## src/rtl/img_phase_sequencer.sv

```systemverilog
`default_nettype none
// ============================================================================
// Module      : img_phase_sequencer
// Description : Sequences the image datapath through GRAY, COMPRESS and
//               ENCODE passes over a square frame. Generates the pixel
//               address stream, the capture and write strobes, the
//               block-boundary markers and sticky per-phase done flags.
//               Optional feature macro: PHASE_SEQ_ABORT_EN (adds abort_i).
// Revision    : 1.0 - initial release
// ============================================================================
module img_phase_sequencer #(
    parameter int IMG_LOG2 = 6,
    parameter int BLK_LOG2 = 2,
    parameter int RD_LAT   = 1
) (
    input  logic                clk,
    input  logic                rst,
    input  logic                start_i,
    input  logic                dp_ready_i,
`ifdef PHASE_SEQ_ABORT_EN
    input  logic                abort_i,
`endif
    output logic [IMG_LOG2-1:0] row_o,
    output logic [IMG_LOG2-1:0] col_o,
    output logic                pix_ce_o,
    output logic                out_we_o,
    output logic [1:0]          phase_o,
    output logic                blk_first_o,
    output logic                blk_last_o,
    output logic                busy_o,
    output logic                gray_done_o,
    output logic                compress_done_o,
    output logic                encode_done_o
);

    localparam int IDX_W = 2 * IMG_LOG2;
    localparam int BR_W  = IMG_LOG2 - BLK_LOG2;
    localparam int BP_W  = 2 * BLK_LOG2;
    localparam int LAT_W = (RD_LAT > 1) ? $clog2(RD_LAT) : 1;

    localparam logic [LAT_W-1:0] LAT_LAST = LAT_W'(RD_LAT - 1);
    localparam logic [IDX_W-1:0] IDX_LAST = '1;
    localparam logic [BP_W-1:0]  BPOS_LAST = '1;

    typedef enum logic [2:0] {
        ST_IDLE = 3'd0,
        ST_GRAY = 3'd1,
        ST_COMP = 3'd2,
        ST_ENC  = 3'd3,
        ST_DONE = 3'd4
    } top_e;

    typedef enum logic [1:0] {
        S_ADDR = 2'd0,
        S_CAP  = 2'd1,
        S_WR   = 2'd2
    } pix_e;

    top_e               top_q, top_d;
    pix_e               pix_q, pix_d;
    logic [IDX_W-1:0]   idx_q, idx_d;
    logic [LAT_W-1:0]   lat_q, lat_d;
    logic [2:0]         done_q, done_d;

    logic [IMG_LOG2-1:0] row_q, row_d;
    logic [IMG_LOG2-1:0] col_q, col_d;
    logic                pix_ce_q, pix_ce_d;
    logic [1:0]          phase_q, phase_d;
    logic                blk_first_q, blk_first_d;
    logic                blk_last_q, blk_last_d;
    logic                busy_q, busy_d;

    logic                abort_req;

`ifdef PHASE_SEQ_ABORT_EN
    assign abort_req = abort_i;
`else
    assign abort_req = 1'b0;
`endif

    // Next-state logic for the phase FSM, the pixel sub-FSM, the index and flags.
    always_comb begin
        top_d  = top_q;
        pix_d  = pix_q;
        idx_d  = idx_q;
        lat_d  = lat_q;
        done_d = done_q;

        case (top_q)
            ST_IDLE, ST_DONE: begin
                // abort has priority over start so an abort+start pair stays idle
                if (start_i && !abort_req) begin
                    top_d  = ST_GRAY;
                    pix_d  = S_ADDR;
                    idx_d  = '0;
                    lat_d  = '0;
                    done_d = '0;
                end
            end
            ST_GRAY, ST_COMP, ST_ENC: begin
                if (abort_req) begin
                    top_d  = ST_IDLE;
                    pix_d  = S_ADDR;
                    idx_d  = '0;
                    lat_d  = '0;
                    done_d = '0;
                end else begin
                    case (pix_q)
                        S_ADDR: begin
                            if (lat_q == LAT_LAST) begin
                                pix_d = S_CAP;
                                lat_d = '0;
                            end else begin
                                lat_d = lat_q + 1'b1;
                            end
                        end
                        S_CAP: begin
                            pix_d = S_WR;
                        end
                        S_WR: begin
                            if (dp_ready_i) begin
                                pix_d = S_ADDR;
                                lat_d = '0;
                                if (idx_q == IDX_LAST) begin
                                    // Last pixel of the pass: hand straight over to the next pass
                                    idx_d = '0;
                                    case (top_q)
                                        ST_GRAY: begin
                                            done_d[0] = 1'b1;
                                            top_d     = ST_COMP;
                                        end
                                        ST_COMP: begin
                                            done_d[1] = 1'b1;
                                            top_d     = ST_ENC;
                                        end
                                        default: begin
                                            done_d[2] = 1'b1;
                                            top_d     = ST_DONE;
                                        end
                                    endcase
                                end else begin
                                    idx_d = idx_q + 1'b1;
                                end
                            end
                        end
                        default: begin
                            pix_d = S_ADDR;
                        end
                    endcase
                end
            end
            default: begin
                top_d = ST_IDLE;
            end
        endcase
    end

    // Output decode from the next state so every strobe/address leaves a flop.
    always_comb begin
        row_d       = '0;
        col_d       = '0;
        pix_ce_d    = 1'b0;
        phase_d     = 2'd0;
        blk_first_d = 1'b0;
        blk_last_d  = 1'b0;
        busy_d      = 1'b0;

        case (top_d)
            ST_GRAY: begin
                // Raster order: upper half of idx is the row, lower half the column
                row_d    = idx_d[IDX_W-1 -: IMG_LOG2];
                col_d    = idx_d[IMG_LOG2-1:0];
                pix_ce_d = (pix_d == S_CAP);
                phase_d  = 2'd1;
                busy_d   = 1'b1;
            end
            ST_COMP, ST_ENC: begin
                // Block-major order: {block row, block col, row in block, col in block}
                row_d       = {idx_d[IDX_W-1 -: BR_W], idx_d[BP_W-1 -: BLK_LOG2]};
                col_d       = {idx_d[IMG_LOG2+BLK_LOG2-1 -: BR_W], idx_d[BLK_LOG2-1:0]};
                pix_ce_d    = (pix_d == S_CAP);
                phase_d     = (top_d == ST_COMP) ? 2'd2 : 2'd3;
                blk_first_d = (idx_d[BP_W-1:0] == '0);
                blk_last_d  = (idx_d[BP_W-1:0] == BPOS_LAST);
                busy_d      = 1'b1;
            end
            default: begin
                row_d = '0;
            end
        endcase
    end

    // State and output registers with synchronous reset to the idle state.
    always_ff @(posedge clk) begin
        if (rst) begin
            top_q       <= ST_IDLE;
            pix_q       <= S_ADDR;
            idx_q       <= '0;
            lat_q       <= '0;
            done_q      <= '0;
            row_q       <= '0;
            col_q       <= '0;
            pix_ce_q    <= 1'b0;
            phase_q     <= 2'd0;
            blk_first_q <= 1'b0;
            blk_last_q  <= 1'b0;
            busy_q      <= 1'b0;
        end else begin
            top_q       <= top_d;
            pix_q       <= pix_d;
            idx_q       <= idx_d;
            lat_q       <= lat_d;
            done_q      <= done_d;
            row_q       <= row_d;
            col_q       <= col_d;
            pix_ce_q    <= pix_ce_d;
            phase_q     <= phase_d;
            blk_first_q <= blk_first_d;
            blk_last_q  <= blk_last_d;
            busy_q      <= busy_d;
        end
    end

    // The write strobe is the only output that follows an input combinationally.
    assign out_we_o        = busy_q && (pix_q == S_WR) && dp_ready_i;
    assign row_o           = row_q;
    assign col_o           = col_q;
    assign pix_ce_o        = pix_ce_q;
    assign phase_o         = phase_q;
    assign blk_first_o     = blk_first_q;
    assign blk_last_o      = blk_last_q;
    assign busy_o          = busy_q;
    assign gray_done_o     = done_q[0];
    assign compress_done_o = done_q[1];
    assign encode_done_o   = done_q[2];

endmodule
`default_nettype wire
```

## config.mk

```make
export PLATFORM = sky130hd
export DESIGN_NAME = img_phase_sequencer
export DESIGN_NICKNAME = d
export VERILOG_FILES = /design/src/rtl/img_phase_sequencer.sv
export SDC_FILE = /design/constraint.sdc
export NUM_CORES = 1
export LEC_CHECK = 0
export BUFFER_PORTS_ARGS = -buffer_cell sky130_fd_sc_hd__buf_2
export CAP_MARGIN = 20
export CORE_MARGIN = 1.5
export CORE_UTILIZATION = 40
export DETAILED_ROUTE_END_ITERATION = 8
export PLACE_DENSITY = 0.59
export REMOVE_ABC_BUFFERS = 1
export SYNTH_ARGS = -nofsm -noshare
export SYNTH_HDL_FRONTEND = slang
export SYNTH_SLANG_ARGS = --single-unit
```

## constraint.sdc

```tcl
create_clock -name clk -period 2.53 [get_ports clk]
set_clock_uncertainty 0.1 [all_clocks]
set_input_delay 0.1265 -clock clk [delete_from_list [all_inputs] [get_ports clk]]
set_output_delay 0.1265 -clock clk [all_outputs]
set_load 0.1 [all_outputs]
```

# ---- Word level (Yosys, flattened, before mapping)
# Index checks and enable logic that the tools add are counted.
dict set report word_totals {
  ram_bits 0
  memories 0
  latchBits 0
  rom_bits 0
  regBits 39
}
dict set report classes {
  n_mux 34
  n_addsub 2
  div 0
  bitwise_logic 2
  order_cmp 0
  n_eq_ne 21
  multipliers 0
  n_reduce_logical 17
  shift 0
}
# op n
set ops {}
lappend ops {{$mux W12} 4}
lappend ops {{$mux W3} 8}
lappend ops {{$pmux W12 S2} 1}
lappend ops {{$pmux W6 S2} 2}
lappend ops {{$pmux W3 S2} 3}
lappend ops {{$reduce_and A6 Y1} 3}
lappend ops {{$ne A2 B2 Y1 const B} 7}
lappend ops {{$add A12 B1 Y12 const B} 1}
lappend ops {{$eq A12 B12 Y1 const B} 1}
lappend ops {{$eq A3 B2 Y1 const B} 4}
lappend ops {{$reduce_or A2 Y1} 5}
lappend ops {{$mux W1} 8}
lappend ops {{$pmux W2 S2} 2}
lappend ops {{$eq A3 B1 Y1 const B} 2}
lappend ops {{$mux W2} 3}
lappend ops {{$pmux W2 S3} 1}
lappend ops {{$reduce_or A3 Y1} 2}
lappend ops {{$eq A2 B1 Y1 const B} 2}
lappend ops {{$eq A4 B4 Y1 const B} 1}
lappend ops {{$logic_not A4 Y1} 1}
lappend ops {{$pmux W1 S2} 2}
lappend ops {{$reduce_and A4 Y1} 1}
lappend ops {{$eq A3 B3 Y1 const B} 1}
lappend ops {{$logic_not A3 Y1} 1}
lappend ops {{8 further kinds} 10}

# ---- Longest topological paths before layout
# Gate-level depths: netlist of run 1.
dict set report logic_depth {
  depth_word 10
  ltp_mapped 8
  mapped_depth_nobuf 7
}

# ---- Worst setup path before layout of run 1
# OpenSTA, ideal clock, no wires.
dict set report synth_path {
  path_kind {reg-to-output}
  from {register busy_q, in the netlist busy_o}
  to {output out_we_o}
  setup_slack_ns 0.507
  path_stages_with_launch 2
  path_buffers 0
  required_time_ns 2.304
  t_arrival_ns 1.796
  path_cell_list {dfxtp_1 > and2_1}
}
dict set report synth_between {
  elab_chain_cells 2
}
# item line
set synth_lines {}
lappend synth_lines {{from (decl)} 71} ;# logic busy_q, busy_d;
lappend synth_lines {{from (signal assigned)} 220} ;# busy_q <= busy_d;
lappend synth_lines {{$logic_and A1 B1 Y1 (2 in a row)} 225} ;# assign out_we_o = busy_q && (pix_q == S_WR) && dp_ready_i;
lappend synth_lines {{to (decl)} 26} ;# output logic out_we_o,
# No other way between the ends.

# ---- Final worst setup path of run 1
dict set report layout_path {
  from {register top_q[1]}
  to {register blk_first_q, in the netlist blk_first_o}
}
dict set report layout_between {
  elab_chain_cells 10
}
# item line
set layout_lines {}
lappend layout_lines {{from (decl)} 59} ;# top_e top_q, top_d;
lappend layout_lines {{from (signal assigned)} 209} ;# top_q <= top_d;
lappend layout_lines {{$eq A3 B2 Y1 / $eq A3 B1 Y1 (equally long branches)} {89, 127}}
lappend layout_lines {{$pmux W3 S2} 127} ;# case (top_q)
lappend layout_lines {{$mux W3} 124} ;# if (idx_q == IDX_LAST) begin
lappend layout_lines {{$mux W3} 121} ;# if (dp_ready_i) begin
lappend layout_lines {{$mux W3} 108} ;# case (pix_q)
lappend layout_lines {{$pmux W3 S2} 89} ;# case (top_q)
lappend layout_lines {{$eq A3 B2 Y1} 168} ;# case (top_d)
lappend layout_lines {{$reduce_or A2 Y1} 168}
lappend layout_lines {{$not A1 Y1 (no source line)} -}
lappend layout_lines {{$reduce_or A2 Y1 (no source line)} -}
lappend layout_lines {{to (signal assigned)} 218} ;# blk_first_q <= blk_first_d;
lappend layout_lines {{to (decl)} 69} ;# logic blk_first_q, blk_first_d;
# Several ways; a longest one is shown, not always the timed one.
# A chain may end at the register's enable or synchronous reset.

==> impl_metrics.env, run 1 <==
export IMPL_status="completed"
export IMPL_yosys_area_top_type="dfxtp_1"
export IMPL_layout_cells_non_filler=284
export IMPL_start_util=0.416
export IMPL_rr_worst_depth=6
export IMPL_ant_nets=0
export IMPL_grt_use_total=0.172
export IMPL_antenna_found_initial=0
export IMPL_drt_total_wl_um=3930
export IMPL_max_freq_mhz=438
export IMPL_cts_num_sinks=38
export IMPL_avgSynthCellArea_um2=8.92
export IMPL_fp_dieArea_um2=4940
export IMPL_maxCapViolCount=0
export IMPL_insertion_delay_ns=0.29
export IMPL_fin_nets=236
export IMPL_cts_resized=0
export IMPL_finalMaxSlewViolations=0
export IMPL_root_buffer="clkbuf_8"
export IMPL_post_route_period_util=0.901
export IMPL_synth_area_top_cells="dfxtp_1 (42%), nor2_1 (6.4%), nor3_1 (2.8%), nand2_1 (2.3%), a21oi_1 (1.9%)"
export IMPL_synth_warnings=0
export IMPL_syn_to_final_growth_pct=15.1
export IMPL_grt_pass1_wl_um=6710
export IMPL_clk_pin_slew_ns=0.07
export IMPL_drc=0
export IMPL_drtPass1Iterations=4
export IMPL_tightest_slew_ns=0.593
export IMPL_finalHoldViolCount=0
export IMPL_cts_setup_buffers=0
export IMPL_r2r_end="blk_first_o$_SDFF_PP0_"
export IMPL_crit_path_max_fanout=14
export IMPL_final_min_clock_period_ns=2.28
export IMPL_synth_distinct_cells=59
export IMPL_worstSetupEndpointType="flip-flop"
export IMPL_die_w_um=70.3
export IMPL_wire_per_inst_um=13.8
export IMPL_holdWs_ns=0.147
export IMPL_worstHoldStart="start_i"
export IMPL_setup_violations=0
export IMPL_rsz0062_at_grt="false"
export IMPL_irDropWorstVdd_mv=0.310
export IMPL_synth_cells=203
export IMPL_vias=1545
export IMPL_final_common_cell="dfxtp_1"
export IMPL_reg2reg_from="top_q[1]$_SDFF_PP0_"
export IMPL_synth_edf_count=0
export IMPL_cp_start_kind="flip-flop"
export IMPL_hold_buffers=0
export IMPL_ys_ff_latch=38
export IMPL_hpwl_um=2780
export IMPL_critPathKind="flip-flop to flip-flop"
export IMPL_gp_congestion=0.851
export IMPL_cp_arrival_ns=2.37
export IMPL_cpMaxStageDelayCell="o21bai_1"
export IMPL_place_inst=276
export IMPL_yosysSeqAreaShare=0.420
export IMPL_slowest_delay_ns=0.53
export IMPL_slew_headroom=0.604
export IMPL_antennaDiodeCount=0
export IMPL_yosysTopAreaCellShare=0.420
export IMPL_portBuffers=25
export IMPL_worst_slack_ns=0.249
export IMPL_cp_num_buf_inv=1
export IMPL_placementRows=24
export IMPL_multi_input_area_um2=942
export IMPL_htree_levels=2
export IMPL_synth_flop_cell="dfxtp_1"
export IMPL_fin_setup_tns_ns=0
export IMPL_mostFrequentLayoutCells="dfxtp_1 (38), nor2_1 (31), buf_2 (25)"
export IMPL_grt_overflow=0
export IMPL_grt_pass1_vias=1393
export IMPL_grt_max_degree=24
export IMPL_drive_gt1_frac=0.250
export IMPL_core_area_um2=4350
export IMPL_seqCellArea_um2=761
export IMPL_viasPerCell=5.44
export IMPL_holdPathStages=4
export IMPL_startpoint="top_q[1]$_SDFF_PP0_"
export IMPL_tritoncts="done"
export IMPL_ios=26
export IMPL_hp_class="input pin to flip-flop"
export IMPL_cp_required_ns=2.62
export IMPL_crit_family="compound AO/OA/AOI/OAI gates"
export IMPL_drtIter0Drc=122
export IMPL_max_clock_path_buffers=2
export IMPL_fillers=429
export IMPL_leakage_nw=0.881
export IMPL_syn_cell_area_um2=1810
export IMPL_dieHeight_um=70.3
export IMPL_worstHoldEndpoint="top_q[2]$_SDFF_PP0_"
export IMPL_pre_cts_ws_ns=0.280
export IMPL_reg2reg_setup_slack_ns=0.25
export IMPL_synthArstFlopShare=0
export IMPL_power_density_nw_per_um2=564
export IMPL_worstPathCellList="o21bai_1 > buf_4 > mux2i_1 > a32oi_2 > and2_0 > and4_1"
export IMPL_numCtsBuffers=5
[per-layer routing]
| metal | routed length [µm] | up-vias | part of all wire | GRT usage |
|---|---|---|---|---|
| met5 | 0 | - | 0 | 0 |
| met4 | 105 | 0 | 0.027 | 0.0833 |
| met3 | 166 | 8 | 0.042 | 0.0447 |
| met2 | 1640 | 31 | 0.42 | 0.241 |
| met1 | 2020 | 715 | 0.51 | 0.244 |
| li1 | - | 791 | - | - |
[cell usage after synthesis, types with 2 or more instances]
cell / count
a21oi_1: 7
a31oi_1: 4
and2_1: 2
buf_2: 5
buf_6: 2
clkbuf_1: 4
dfxtp_1: 38
inv_1: 8
mux2i_1: 2
nand2_1: 11
nand2b_1: 3
nand3_1: 4
nand4_1: 3
nor2_1: 31
nor2b_1: 2
nor3_1: 10
nor3_2: 2
nor3b_1: 3
nor4_1: 3
nor4_2: 2
nor4b_1: 4
o21a_1: 3
o21ai_0: 5
o21ai_1: 2
o22ai_1: 4
o31ai_1: 2
or3b_1: 2
or4_1: 4
[layout make-up]
| type | count | share of cell area |
|---|---|---|
| Clock buffer | 7 | 0.0414 |
| Inverter | 9 | 0.0162 |
| Tap cell | 52 | 0.0312 |
| Clock inverter | 1 | 0.00240 |
| Multi-Input combinational cell | 143 | 0.452 |
| Sequential cell | 38 | 0.365 |
| Timing Repair Buffer | 34 | 0.0924 |
[worst reg2reg max path, stage by stage, from the launching register on]
cell and delay (ns):
dfxtp_1 0.42, o21bai_1 0.53, buf_4 0.31, mux2i_1 0.31, a32oi_2 0.14, and2_0 0.18
and4_1 0.18
[how the worst max path moves through the flow]
| stage | end | slack (ns) | cells after the start |
|---|---|---|---|
| after global routing | blk_first_o$_SDFF_PP0_ | 0.07 | 6 |
| after global placement | blk_first_o$_SDFF_PP0_ | 0.29 | 6 |
| after detailed placement | blk_first_o$_SDFF_PP0_ | 0.28 | 6 |
| after floorplan | blk_first_o$_SDFF_PP0_ | 0.009 | 5 |
| final | blk_first_o$_SDFF_PP0_ | 0.25 | 6 |
| after CTS | blk_first_o$_SDFF_PP0_ | 0.27 | 6 |
[cell families after synthesis]
group | synth area share
adders and majority gates | 0.00690
and+or+nand+nor | 0.320
xor gates and xnor gates | 0.00967
muxes | 0.0173
DFF | 0.420
AOI/OAI and AO/OA | 0.166
buffers and inverters | 0.0601
[stage by stage]
step / total power, mW / utilization / area (µm²)
4_1_cts: 1.19 / 0.479 / 2090
5_1_grt: 1.24 / 0.479 / 2090
3_3_place_gp: 0.762 / 0.458 / 1990
3_5_place_dp: 0.762 / 0.458 / 1990
2_1_floorplan: 0.719 / - / 1740
6_report: 1.18 / 0.479 / 2090
[registers in the layout (all words and copies together), names as in the netlist]
name	count
col_o	6
idx_q	12
blk_first_o	1
pix_ce_o	1
phase_o	2
row_o	6
top_q	3
busy_o	1
done_q	3
blk_last_o	1
pix_q	2
[power breakdown]
group | total [mW] | internal, mW | switching, mW | leakage, nW
clock network | 0.429 | 0.220 | 0.209 | 0.0482
logic | 0.135 | 0.0361 | 0.0986 | 0.525
registers | 0.613 | 0.607 | 0.00649 | 0.307
total | 1.18 | 0.862 | 0.315 | 0.881
Power figures use the tool's default switching activity.
==> run 2: changes to the inputs <==
- ABC_AREA: not set -> 1
==> impl_metrics.env, run 2 <==
export IMPL_status="completed"
export IMPL_worst_slack_ns=0.534
export IMPL_cp_arrival_ns=2.09
export IMPL_insertion_delay_ns=0.30
export IMPL_grt_max_degree=18
export IMPL_cp_start_kind="flip-flop"
export IMPL_mostFrequentLayoutCells="nand2_1 (55), inv_1 (39), dfxtp_1 (38)"
export IMPL_yosys_area_top_type="dfxtp_1"
export IMPL_cp_num_buf_inv=0
export IMPL_slew_headroom=0.677
export IMPL_vias=1643
export IMPL_syn_cell_area_um2=1840
export IMPL_cts_resized=0
export IMPL_reg2reg_setup_slack_ns=0.53
export IMPL_synth_warnings=0
export IMPL_tightest_slew_ns=0.488
export IMPL_root_buffer="clkbuf_8"
export IMPL_crit_path_frequent_cell="nand3_1"
export IMPL_drtIter0Drc=96
export IMPL_synth_distinct_cells=30
export IMPL_ios=26
export IMPL_die_w_um=70.8
export IMPL_worstSetupPathDepth=10
export IMPL_viasPerCell=4.85
export IMPL_clk_pin_slew_ns=0.08
export IMPL_crit_family="simple AND/OR/NAND/NOR gates"
export IMPL_worstPathCellList="ha_1 > nand3_1 > nor2_4 > nand3_4 > nand3_1 > nand2_1 > nor2_2 > nand2_2 > nand2_4 > nor2_1"
export IMPL_crit_path_max_fanout=10
export IMPL_drtPass1Iterations=4
export IMPL_cpMaxStageDelayCell="dfxtp_1"
export IMPL_avgSynthCellArea_um2=7.17
export IMPL_max_clock_path_buffers=2
export IMPL_largest_reg_flops=12
export IMPL_grt_use_total=0.188
export IMPL_antenna_found_initial=0
export IMPL_fp_dieArea_um2=5010
export IMPL_core_area_um2=4380
export IMPL_synth_cells=256
export IMPL_portBuffers=25
export IMPL_slowest_delay_ns=0.41
export IMPL_final_common_cell="nand2_1"
export IMPL_leakage_nw=0.977
export IMPL_post_route_period_util=0.789
export IMPL_setup_violations=0
export IMPL_critPathKind="flip-flop to flip-flop"
export IMPL_final_min_clock_period_ns=2.00
export IMPL_worstSetupEndpointType="flip-flop"
export IMPL_numCtsBuffers=5
export IMPL_yosysSeqAreaShare=0.414
export IMPL_drive_gt1_frac=0.202
export IMPL_largest_register="idx_q"
export IMPL_crit_end="row_o[3]$_SDFF_PP0_"
export IMPL_gp_congestion=0.896
export IMPL_ant_nets=0
export IMPL_wire_per_inst_um=12.5
export IMPL_antennaDiodeCount=0
export IMPL_drc=0
export IMPL_dieHeight_um=70.8
export IMPL_rr_worst_depth=10
export IMPL_placementRows=24
export IMPL_max_freq_mhz=501
export IMPL_irDropWorstVdd_mv=0.310
export IMPL_yosysTopAreaCellShare=0.414
export IMPL_grt_pass1_vias=1595
export IMPL_power_mw=1.35
export IMPL_pre_cts_ws_ns=0.551
export IMPL_hold_buffers=0
export IMPL_finalHoldViolCount=0
export IMPL_ys_ff_latch=38
export IMPL_hp_class="input pin to flip-flop"
export IMPL_maxCapViolCount=0
export IMPL_start_util=0.419
export IMPL_grt_overflow=0
export IMPL_cts_num_sinks=38
export IMPL_fin_setup_tns_ns=0
export IMPL_synth_edf_count=0
export IMPL_synth_area_top_cells="dfxtp_1 (41%), nand2_1 (11%), inv_1 (8.0%), nor2_1 (6.7%), nand3_1 (6.5%)"
export IMPL_reg2reg_from="idx_q[0]$_SDFF_PP0_"
export IMPL_cp_required_ns=2.63
export IMPL_netlist_top_cells_count="nand2_1 (55), inv_1 (39), dfxtp_1 (38)"
export IMPL_power_density_nw_per_um2=627
export IMPL_synthArstFlopShare=0
export IMPL_yosysMostFrequentCell="nand2_1"
export IMPL_rsz0062_at_grt="false"
export IMPL_tritoncts="done"
export IMPL_synth_flop_cell="dfxtp_1"
export IMPL_cts_setup_buffers=0
export IMPL_startpoint="idx_q[0]$_SDFF_PP0_"
export IMPL_r2r_end="row_o[3]$_SDFF_PP0_"
export IMPL_htree_levels=2
export IMPL_finalMaxSlewViolations=0
export IMPL_drt_total_wl_um=4240
export IMPL_hpwl_um=3200
export IMPL_fin_nets=291
export IMPL_syn_to_final_growth_pct=17.0
export IMPL_grt_pass1_wl_um=7310
-- run 2: changes by cell type after synthesis, sizes merged, moves of 7 or more --
cell	before	now
nand2	11	64
inv	9	41
nand3	4	26
nor2	31	39
nor3	12	4
buf	8	1
-- run 2: per-layer routing --
metal	part of all wire	vias to the layer above	GRT usage
met2	0.45	39	0.300
li1	-	870	-
met4	0.018	0	0.0818
met1	0.50	725	0.242
met3	0.041	9	0.0470
met5	0	-	0
-- run 2: how the worst min path moves through the flow --
stage / to / slack, ns / cells after the start / start
detailed placement: done_q[0]$_SDFFE_PP0P_ / 0.35 / 2 / done_q[0]$_SDFFE_PP0P_
floorplan: idx_q[4]$_SDFF_PP0_ / 0.1 / 1 / rst
global placement: done_q[2]$_SDFFE_PP0P_ / 0.34 / 2 / done_q[2]$_SDFFE_PP0P_
global route: idx_q[9]$_SDFF_PP0_ / 0.13 / 2 / rst
finish: idx_q[9]$_SDFF_PP0_ / 0.11 / 2 / rst
CTS: idx_q[2]$_SDFF_PP0_ / 0.11 / 2 / rst
-- run 2: cells by family (layout without fill, tap and decap cells) --
kind of cell	Yosys count	after routing	synth area share
adder cells (fa/ha/maj)	1	1	0.00681
flip-flops	38	38	0.414
AO/OA/AOI/OAI	29	29	0.0920
XOR/XNOR	3	3	0.0143
AND/OR/NAND/NOR	140	140	0.374
buffers and inverters	45	76	0.0988
-- run 2: power by group --
part,internal (mW),leakage (nW),switching (mW),total [mW]
Clock,0.395,0.0683,0.229,0.624
Sequential,0.606,0.307,0.00386,0.609
Combinational,0.0196,0.601,0.0950,0.115
Total,1.02,0.977,0.328,1.35
-- run 2: final cells by class --
type	count	area, µm²
clock buffers	5	68.8
clock inverters	3	68.8
fillers	444	2230
inverters	42	159
multi-input cells	173	895
flip-flops and latches	38	761
well taps	52	65.1
repair buffers	26	133
-- run 2: per-stage QoR --
stage | hold slack (ns) | util | std cells | cell area [µm²]
floorplan | 0.0956 | - | 253 | 1810
global placement | 0.339 | 0.459 | 331 | 2010
detailed placement | 0.345 | 0.459 | 331 | 2010
CTS | 0.113 | 0.490 | 339 | 2150
global route | 0.134 | 0.490 | 339 | 2150
finish | 0.115 | 0.490 | 339 | 2150
